## config.mk

```make
export PLATFORM = sky130hd
export DESIGN_NAME = pc_gen_unit_flat
export DESIGN_NICKNAME = d
export VERILOG_FILES = /design/src/rtl/pc_gen_if.sv /design/src/rtl/pc_gen_unit.sv /design/src/flat_wrapper.sv
export SDC_FILE = /design/constraint.sdc
export NUM_CORES = 1
export LEC_CHECK = 0
export ABC_CLOCK_PERIOD_IN_PS = 4300
export CAP_MARGIN = 10
export CORE_MARGIN = 4
export CORE_UTILIZATION = 45
export DETAILED_ROUTE_END_ITERATION = 8
export PLACE_DENSITY = 0.69
export RECOVER_POWER = 50
export SLEW_MARGIN = 20
export SYNTH_ARGS = -nofsm -noshare
export SYNTH_HDL_FRONTEND = slang
export SYNTH_SLANG_ARGS = --single-unit
```

## constraint.sdc

```tcl
create_clock -name clk -period 4.3 [get_ports clk]
set_input_delay 0.86 -clock clk [delete_from_list [all_inputs] [get_ports clk]]
set_output_delay 0.86 -clock clk [all_outputs]
set_load 0.01 [all_outputs]
```

## src/rtl/pc_gen_if.sv

```systemverilog
// Fetch-side bundle between the redirect sources (trap, EX, BTB), the next-PC generator
// and the I-cache. The slave side is the PC generator itself.
interface pc_gen_if #(
  parameter int unsigned PC_WIDTH = 32
);
  logic                stall_i;
  logic                trap_vld_i;
  logic [PC_WIDTH-1:0] trap_pc_i;
  logic                ex_redir_i;
  logic [PC_WIDTH-1:0] ex_pc_i;
  logic                btb_hit_i;
  logic [PC_WIDTH-1:0] btb_pc_i;
  logic                btb_call_i;
  logic                btb_ret_i;
  logic [PC_WIDTH-1:0] pc_o;
  logic                pc_vld_o;
  logic                pend_o;
  logic                ras_empty_o;
  logic                misalign_o;

  modport master (
    output stall_i, trap_vld_i, trap_pc_i, ex_redir_i, ex_pc_i,
           btb_hit_i, btb_pc_i, btb_call_i, btb_ret_i,
    input  pc_o, pc_vld_o, pend_o, ras_empty_o, misalign_o
  );

  modport slave (
    input  stall_i, trap_vld_i, trap_pc_i, ex_redir_i, ex_pc_i,
           btb_hit_i, btb_pc_i, btb_call_i, btb_ret_i,
    output pc_o, pc_vld_o, pend_o, ras_empty_o, misalign_o
  );
endinterface

```

## src/rtl/pc_gen_unit.sv

```systemverilog
// Next-PC generator for the IF stage: fixed-priority redirect arbitration, stall-time
// redirect buffering and a circular return address stack for call/return prediction.
module pc_gen_unit #(
  parameter int unsigned         PC_WIDTH     = 32,
  parameter logic [PC_WIDTH-1:0] RESET_VECTOR = '0,
  parameter int unsigned         RAS_DEPTH    = 4
) (
  input  logic    clk,
  input  logic    rst_n,
  pc_gen_if.slave bus
);

  localparam int unsigned      PTR_W   = (RAS_DEPTH > 1) ? $clog2(RAS_DEPTH) : 1;
  localparam int unsigned      CNT_W   = $clog2(RAS_DEPTH + 1);
  localparam logic [CNT_W-1:0] CNT_MAX = CNT_W'(RAS_DEPTH);

  typedef enum logic [1:0] {
    RUN       = 2'd0,
    HOLD      = 2'd1,
    HOLD_PEND = 2'd2
  } state_e;

  state_e              state_q, state_d;
  logic [PC_WIDTH-1:0] pc_q, pc_d;
  logic [PC_WIDTH-1:0] pc_inc;
  logic                vld_q, vld_d;
  logic [PC_WIDTH-1:0] buf_pc_q, buf_pc_d;
  logic                buf_trap_q, buf_trap_d;

  logic [PC_WIDTH-1:0] ras_mem_q [RAS_DEPTH];
  logic [PTR_W-1:0]    ras_ptr_q;
  logic [PTR_W-1:0]    ras_top_idx;
  logic [CNT_W-1:0]    ras_cnt_q;
  logic [PC_WIDTH-1:0] ras_top;
  logic                ras_empty;
  logic                ras_push;
  logic                ras_pop;
  logic                ras_clr;

  // Count saturates at the depth: a push on a full stack overwrites the oldest slot.
  function automatic logic [CNT_W-1:0] cnt_sat_inc(input logic [CNT_W-1:0] c);
    return (c == CNT_MAX) ? c : c + CNT_W'(1);
  endfunction

  assign pc_inc      = pc_q + PC_WIDTH'(4);
  assign ras_empty   = (ras_cnt_q == '0);
  assign ras_top_idx = ras_ptr_q - PTR_W'(1);
  assign ras_top     = ras_mem_q[ras_top_idx];

  always_comb begin
    state_d    = state_q;
    pc_d       = pc_q;
    vld_d      = 1'b1;
    buf_pc_d   = buf_pc_q;
    buf_trap_d = buf_trap_q;
    ras_push   = 1'b0;
    ras_pop    = 1'b0;
    ras_clr    = 1'b0;

    if (bus.stall_i) begin
      // PC and RAS frozen; only the redirect buffer can change.
      unique case (state_q)
        RUN, HOLD: begin
          if (bus.trap_vld_i) begin
            buf_pc_d   = bus.trap_pc_i;
            buf_trap_d = 1'b1;
            state_d    = HOLD_PEND;
          end else if (bus.ex_redir_i) begin
            buf_pc_d   = bus.ex_pc_i;
            buf_trap_d = 1'b0;
            state_d    = HOLD_PEND;
          end else begin
            state_d    = HOLD;
          end
        end
        HOLD_PEND: begin
          // A buffered trap outranks any later EX redirect.
          if (bus.trap_vld_i) begin
            buf_pc_d   = bus.trap_pc_i;
            buf_trap_d = 1'b1;
          end else if (bus.ex_redir_i && !buf_trap_q) begin
            buf_pc_d   = bus.ex_pc_i;
          end
        end
        default: state_d = RUN;
      endcase
    end else begin
      state_d = RUN;
      if (bus.trap_vld_i) begin
        pc_d    = bus.trap_pc_i;
        ras_clr = 1'b1;
      end else if (bus.ex_redir_i) begin
        pc_d    = bus.ex_pc_i;
      end else if (state_q == HOLD_PEND) begin
        pc_d    = buf_pc_q;
        ras_clr = buf_trap_q;
      end else if (!vld_q) begin
        // First cycle out of reset: the reset vector itself is the first fetch address.
        pc_d    = pc_q;
      end else if (bus.btb_hit_i) begin
        if (bus.btb_call_i && !bus.btb_ret_i) begin
          pc_d     = bus.btb_pc_i;
          ras_push = 1'b1;
        end else if (bus.btb_ret_i && !bus.btb_call_i && !ras_empty) begin
          pc_d     = ras_top;
          ras_pop  = 1'b1;
        end else begin
          pc_d     = bus.btb_pc_i;
        end
      end else begin
        pc_d    = pc_inc;
      end
    end
  end

  always_ff @(posedge clk or negedge rst_n) begin
    if (!rst_n) begin
      state_q    <= RUN;
      pc_q       <= RESET_VECTOR;
      vld_q      <= 1'b0;
      buf_trap_q <= 1'b0;
    end else begin
      state_q    <= state_d;
      pc_q       <= pc_d;
      vld_q      <= vld_d;
      buf_trap_q <= buf_trap_d;
    end
  end

  always_ff @(posedge clk) begin
    buf_pc_q <= buf_pc_d;
  end

  always_ff @(posedge clk or negedge rst_n) begin
    if (!rst_n) begin
      ras_ptr_q <= '0;
      ras_cnt_q <= '0;
    end else if (ras_clr) begin
      ras_cnt_q <= '0;
    end else if (ras_push) begin
      ras_ptr_q <= ras_ptr_q + PTR_W'(1);
      ras_cnt_q <= cnt_sat_inc(ras_cnt_q);
    end else if (ras_pop) begin
      ras_ptr_q <= ras_top_idx;
      ras_cnt_q <= ras_cnt_q - CNT_W'(1);
    end
  end

  always_ff @(posedge clk) begin
    if (ras_push) begin
      ras_mem_q[ras_ptr_q] <= pc_inc;
    end
  end

  assign bus.pc_o        = pc_q;
  assign bus.pc_vld_o    = vld_q;
  assign bus.pend_o      = (state_q == HOLD_PEND);
  assign bus.ras_empty_o = ras_empty;
  assign bus.misalign_o  = |pc_q[1:0];

endmodule

```

## src/flat_wrapper.sv

```systemverilog
// flat-port wrapper written by rule: the top's interface ports become plain ports
module pc_gen_unit_flat 
#(
  parameter int unsigned         PC_WIDTH     = 32,
  parameter logic [PC_WIDTH-1:0] RESET_VECTOR = '0,
  parameter int unsigned         RAS_DEPTH    = 4
)
  (clk, rst_n, bus_stall_i, bus_trap_vld_i, bus_trap_pc_i, bus_ex_redir_i, bus_ex_pc_i, bus_btb_hit_i, bus_btb_pc_i, bus_btb_call_i, bus_btb_ret_i, bus_pc_o, bus_pc_vld_o, bus_pend_o, bus_ras_empty_o, bus_misalign_o);
  pc_gen_if #(.PC_WIDTH(PC_WIDTH)) bus_i ();
  input  logic clk;
  input  logic rst_n;
  input wire logic [$bits(bus_i.stall_i)-1:0] bus_stall_i;
  input wire logic [$bits(bus_i.trap_vld_i)-1:0] bus_trap_vld_i;
  input wire logic [$bits(bus_i.trap_pc_i)-1:0] bus_trap_pc_i;
  input wire logic [$bits(bus_i.ex_redir_i)-1:0] bus_ex_redir_i;
  input wire logic [$bits(bus_i.ex_pc_i)-1:0] bus_ex_pc_i;
  input wire logic [$bits(bus_i.btb_hit_i)-1:0] bus_btb_hit_i;
  input wire logic [$bits(bus_i.btb_pc_i)-1:0] bus_btb_pc_i;
  input wire logic [$bits(bus_i.btb_call_i)-1:0] bus_btb_call_i;
  input wire logic [$bits(bus_i.btb_ret_i)-1:0] bus_btb_ret_i;
  output wire logic [$bits(bus_i.pc_o)-1:0] bus_pc_o;
  output wire logic [$bits(bus_i.pc_vld_o)-1:0] bus_pc_vld_o;
  output wire logic [$bits(bus_i.pend_o)-1:0] bus_pend_o;
  output wire logic [$bits(bus_i.ras_empty_o)-1:0] bus_ras_empty_o;
  output wire logic [$bits(bus_i.misalign_o)-1:0] bus_misalign_o;
  assign bus_i.stall_i = bus_stall_i;
  assign bus_i.trap_vld_i = bus_trap_vld_i;
  assign bus_i.trap_pc_i = bus_trap_pc_i;
  assign bus_i.ex_redir_i = bus_ex_redir_i;
  assign bus_i.ex_pc_i = bus_ex_pc_i;
  assign bus_i.btb_hit_i = bus_btb_hit_i;
  assign bus_i.btb_pc_i = bus_btb_pc_i;
  assign bus_i.btb_call_i = bus_btb_call_i;
  assign bus_i.btb_ret_i = bus_btb_ret_i;
  assign bus_pc_o = bus_i.pc_o;
  assign bus_pc_vld_o = bus_i.pc_vld_o;
  assign bus_pend_o = bus_i.pend_o;
  assign bus_ras_empty_o = bus_i.ras_empty_o;
  assign bus_misalign_o = bus_i.misalign_o;
  pc_gen_unit #(.PC_WIDTH(PC_WIDTH), .RESET_VECTOR(RESET_VECTOR), .RAS_DEPTH(RAS_DEPTH)) u_core (.clk(clk), .rst_n(rst_n), .bus(bus_i));
endmodule
```

==> summary.md <==
| Metric | Value |
|---|---|
| Outcome | complete, but fails checks |
| Violated checks | capacitance limit, slew limit |
| CP Class | primary input to register |
| Later-pin clock latency in the skew report | 0.51 ns |
| Avg Inst Size Synth | 13.09 um2 |
| Initial Util | 46.16% |
| Core Footprint | roughly 0.021 mm2 |
| Share of cells above drive strength 1 | roughly an eighth |
| Metal1 wirelength | 11.07 mm |
| IO Pins | 140 |
| Leading area contributor after synthesis | edfxtp_1 |
| Clk pwr share | 37.0% |
| CP max stage cell | clkbuf_1 |
| Static Leak | about 4.2 nW |
| DRT Pass-1 Iters | 5 |
| DP Wirelength | 19.44 mm |
| P&R area growth vs syn | 25.48% |
| Grt total ovfl | 0 |
| YS warnings | 0 |
| CTS sink count | 201 |
| Peak supply drop | 0.0002684 V |
| Sequential area share after synthesis | about 60% |
| Worst Tran Pin Value | about 2.2 ns |
| Post-CTS Setup Inserts | 0 |
| Vias in the first global route | between 7,000 and 8,000 |
| Overall routing resource usage | 23.20% |
| Worst Setup Start Kind | primary input |
| Peak Freq | 274.5 MHz |
| Routed Wire Length | 28.37 mm |
| Crit end category | register |
| Placed cell count | 1,141 |
| Synthesized area | 0.009766 mm2 |
| Vias after detailed routing | 7,248 |
| Sw Pwr | 1.368 mW |
| Post_cts resized | 0 |
| Drt via density | 6.137 |
| Worst-path maximum fanout | 27 |
| Critical-path cell list | clkbuf_1 > clkbuf_1 > nor3_1 > or3_1 > a21oi_1 > nor4b_1 > a311oi_1 |
| Die area | about 0.024 mm2 |
| Mapped Cells | 746 |
| CTS Buf Count | 22 |
| Hold buffers post-CTS | 0 |
| Critical path data arrival time | 4.00 ns |
| WL per Instance | 24.02 um |
| Final setup viols | 0 |
| PwrDens | between 400 and 500 mW/mm2 |
| Antenna Nets Post-Route | 0 |
| Clk slew on worst S/H paths | 0.06 ns |
| CTS tree | done |
| Crit-path most repeated cell | clkbuf_1 |
| Routed wl met3 | about 2.8 mm |
| CTS root buffer | clkbuf_16 |
| Nets | about 1,000 |
| # port buffers | about 140 |
| Initial antenna violation count | 0 |
| Storage cell area | just under 0.006 mm2 |
| Netlist cell types | 69 |
| Total Power | 5.237 mW |
| CTS Buffer Depth | 3 |
| Hold WC Path Type | primary input to asynchronous set/reset pin |
| Post-layout min period | 3.643 ns |
| Die Height | 155.3 um |
| Final GP Congestion | 0.8651 |
| #FFs+latches synth | 201 |
| Final-layout fill cell count | 1,717 |
| Switching share of power | 26.12% |
| Largest net degree at the start of global routing | 36 |
| Logic pwr share | 18.2% |
| Setup TNS | 0 ns |
| Initial DRC Count | 785 |
| Final Hold Violating Endpoints | 0 |
| Ys async rst share | between 20% and 30% |
| DRC | 0 |
| EDFF count, synth | 160 |
| Area share of the largest cell type after synthesis | 49.20% |
| Highest metal layer with signal wires | met4 |
| Final worst-path cycle share | 84.73% |
| Reg power frac | 44.8% |
| Int Power | ~3.9 mW |
| WP data required | 4.66 ns |
| Area of the multi-input gates | 0.003649 mm2 |
| Maximum Capacitance Violations | 3 |
| # H-tree levels | 1 |
| Final cell count without fillers | around 1,200 |
| Placement Rows | 53 |
| WHS | 0.3110 ns |
| DP Worst Slack | approximately 1.1 ns |
| Die Width | 155.3 um |
| Slew Limit Fails | 86 |
| Setup slack after layout | 0.6567 ns |
| WL met2 | 13.79 mm |
| First-pass GRT wire length | between 40 and 50 mm |
| Setup Skew | 0.01791 ns |
| Syn nets | 856 |
| Slew HR | -47.02% |
| Synth Flop Type | edfxtp_1 |
| RSZ-0062 raised after global routing | no |
| Largest cells by area after synthesis | edfxtp_1 49%, dfrtp_1 11%, mux4_2 7.4% |
| Crit path largest cell delay | 1.33 ns |
| Ant diodes | 0 |
state kept, by name, indices dropped and copies added, names as in the netlist:
| signal | flops |
|---|---|
| u_core.buf_pc_q | 32 |
| u_core.buf_trap_q | 1 |
| u_core.bus.pc_o | 32 |
| u_core.bus.pc_vld_o | 1 |
| u_core.ras_cnt_q | 3 |
| u_core.ras_mem_q | 128 |
| u_core.ras_ptr_q | 2 |
| u_core.state_q | 2 |
area by class of cell:
type	count	share of cell area (%)
Sequential cell	201	47.59
Multi-Input combinational cell	473	29.77
Timing Repair Buffer	171	13.12
Clock buffer	28	4.932
Tap cell	275	2.808
Clock inverter	12	1.133
Inverter	21	0.6432
kinds of logic (layout without fill, tap and decap cells):
group	after synthesis	in the layout	share of synthesized area (%)
buffers and inverters	72	232	2.985
AOI/OAI and AO/OA	168	168	11.75
and+or+nand+nor	200	200	10.43
muxes	71	71	11.83
other	1	1	0.03840
xor gates and xnor gates	27	27	2.422
adders and majority gates	6	6	0.8456
DFF	201	201	59.71
per-stage QoR:
| stage | cell area (um2) | utilization [%] |
|---|---|---|
| floorplan | 9766 | - |
| detailed placement | 11540 | 54.55 |
| global route | 12250 | 57.93 |
| finish | 12250 | 57.93 |
| global placement | 11540 | 54.55 |
| CTS | 12280 | 58.06 |
cells in the final DEF (no fill, tap or decap), drive strengths merged, types with 9 or more instances in the layout:
master and n:
and3 9, nor3 17, or3 9, a21oi 40
inv 19, nor2 22, nand2 72, xnor2 20
nand3 16, dlygate4sd3 32, dfrtp 41, edfxtp 160
clkbuf 33, buf 29, mux2 35, a31oi 9
mux4 32, o211ai 9, nand4 16, clkdlybuf4s50 105
o22ai 12, o21ai 32
power by group through the flow:
stage | registers, mW | logic [mW] | clock network, mW
after floorplan | 2.37 | 0.565 | 0
final | 2.35 | 0.952 | 1.94
after global routing | 2.36 | 1.03 | 2.05
after CTS | 2.35 | 0.981 | 1.96
after detailed placement | 2.38 | 0.975 | 0
after global placement | 2.39 | 0.966 | 0
synth_stat cells, drive strengths merged, types with 4 or more instances:
library cell / number
xor2: 7
o211a: 6
xnor2: 20
and3: 9
o22ai: 12
nor2: 22
nor3: 17
o21ai: 32
a31oi: 9
nand2: 72
nor4: 5
mux2: 35
edfxtp: 160
a221oi: 7
mux4: 32
nand3: 16
a221o: 4
mux2i: 4
nand4: 16
or3: 9
o221ai: 8
dfrtp: 41
nand3b: 4
o211ai: 9
and2: 5
a21oi: 40
o31ai: 5
ha: 5
or2: 4
or4: 6
o22a: 4
buf: 18
inv: 19
clkbuf: 33
nand2b: 6
worst max-delay path: cells and delay by family:
kind / cells / cell delay [ns]
buffers and inverters: 2 / 1.57
AOI/OAI and AO/OA: 2 / 0.35
and+or+nand+nor: 3 / 1.19
worst paths after layout:
check | from | end | slack, ns | depth (start not counted)
max reg2reg | u_core.bus.pc_o[4] | u_core.bus.pc_o[29] | 1.34 | 5
min reg2reg | u_core.state_q[1] | u_core.state_q[0] | 0.53 | 1
max in group asynchronous | rst_n | u_core.bus.pc_o[28] | 1.51 | 2
min | rst_n | u_core.ras_cnt_q[1] | 0.31 | 1
min in group clk | u_core.state_q[1] | u_core.state_q[0] | 0.53 | 1
max | bus_trap_vld_i | u_core.bus.pc_o[20] | 0.66 | 7
routing by layer:
metal,vias up,global-route usage (%)
li1,3213,-
met1,3584,31.43
met2,404,38.25
met3,47,4.951
met4,0,6.378
met5,-,0
(Power assumes the default switching activity.)
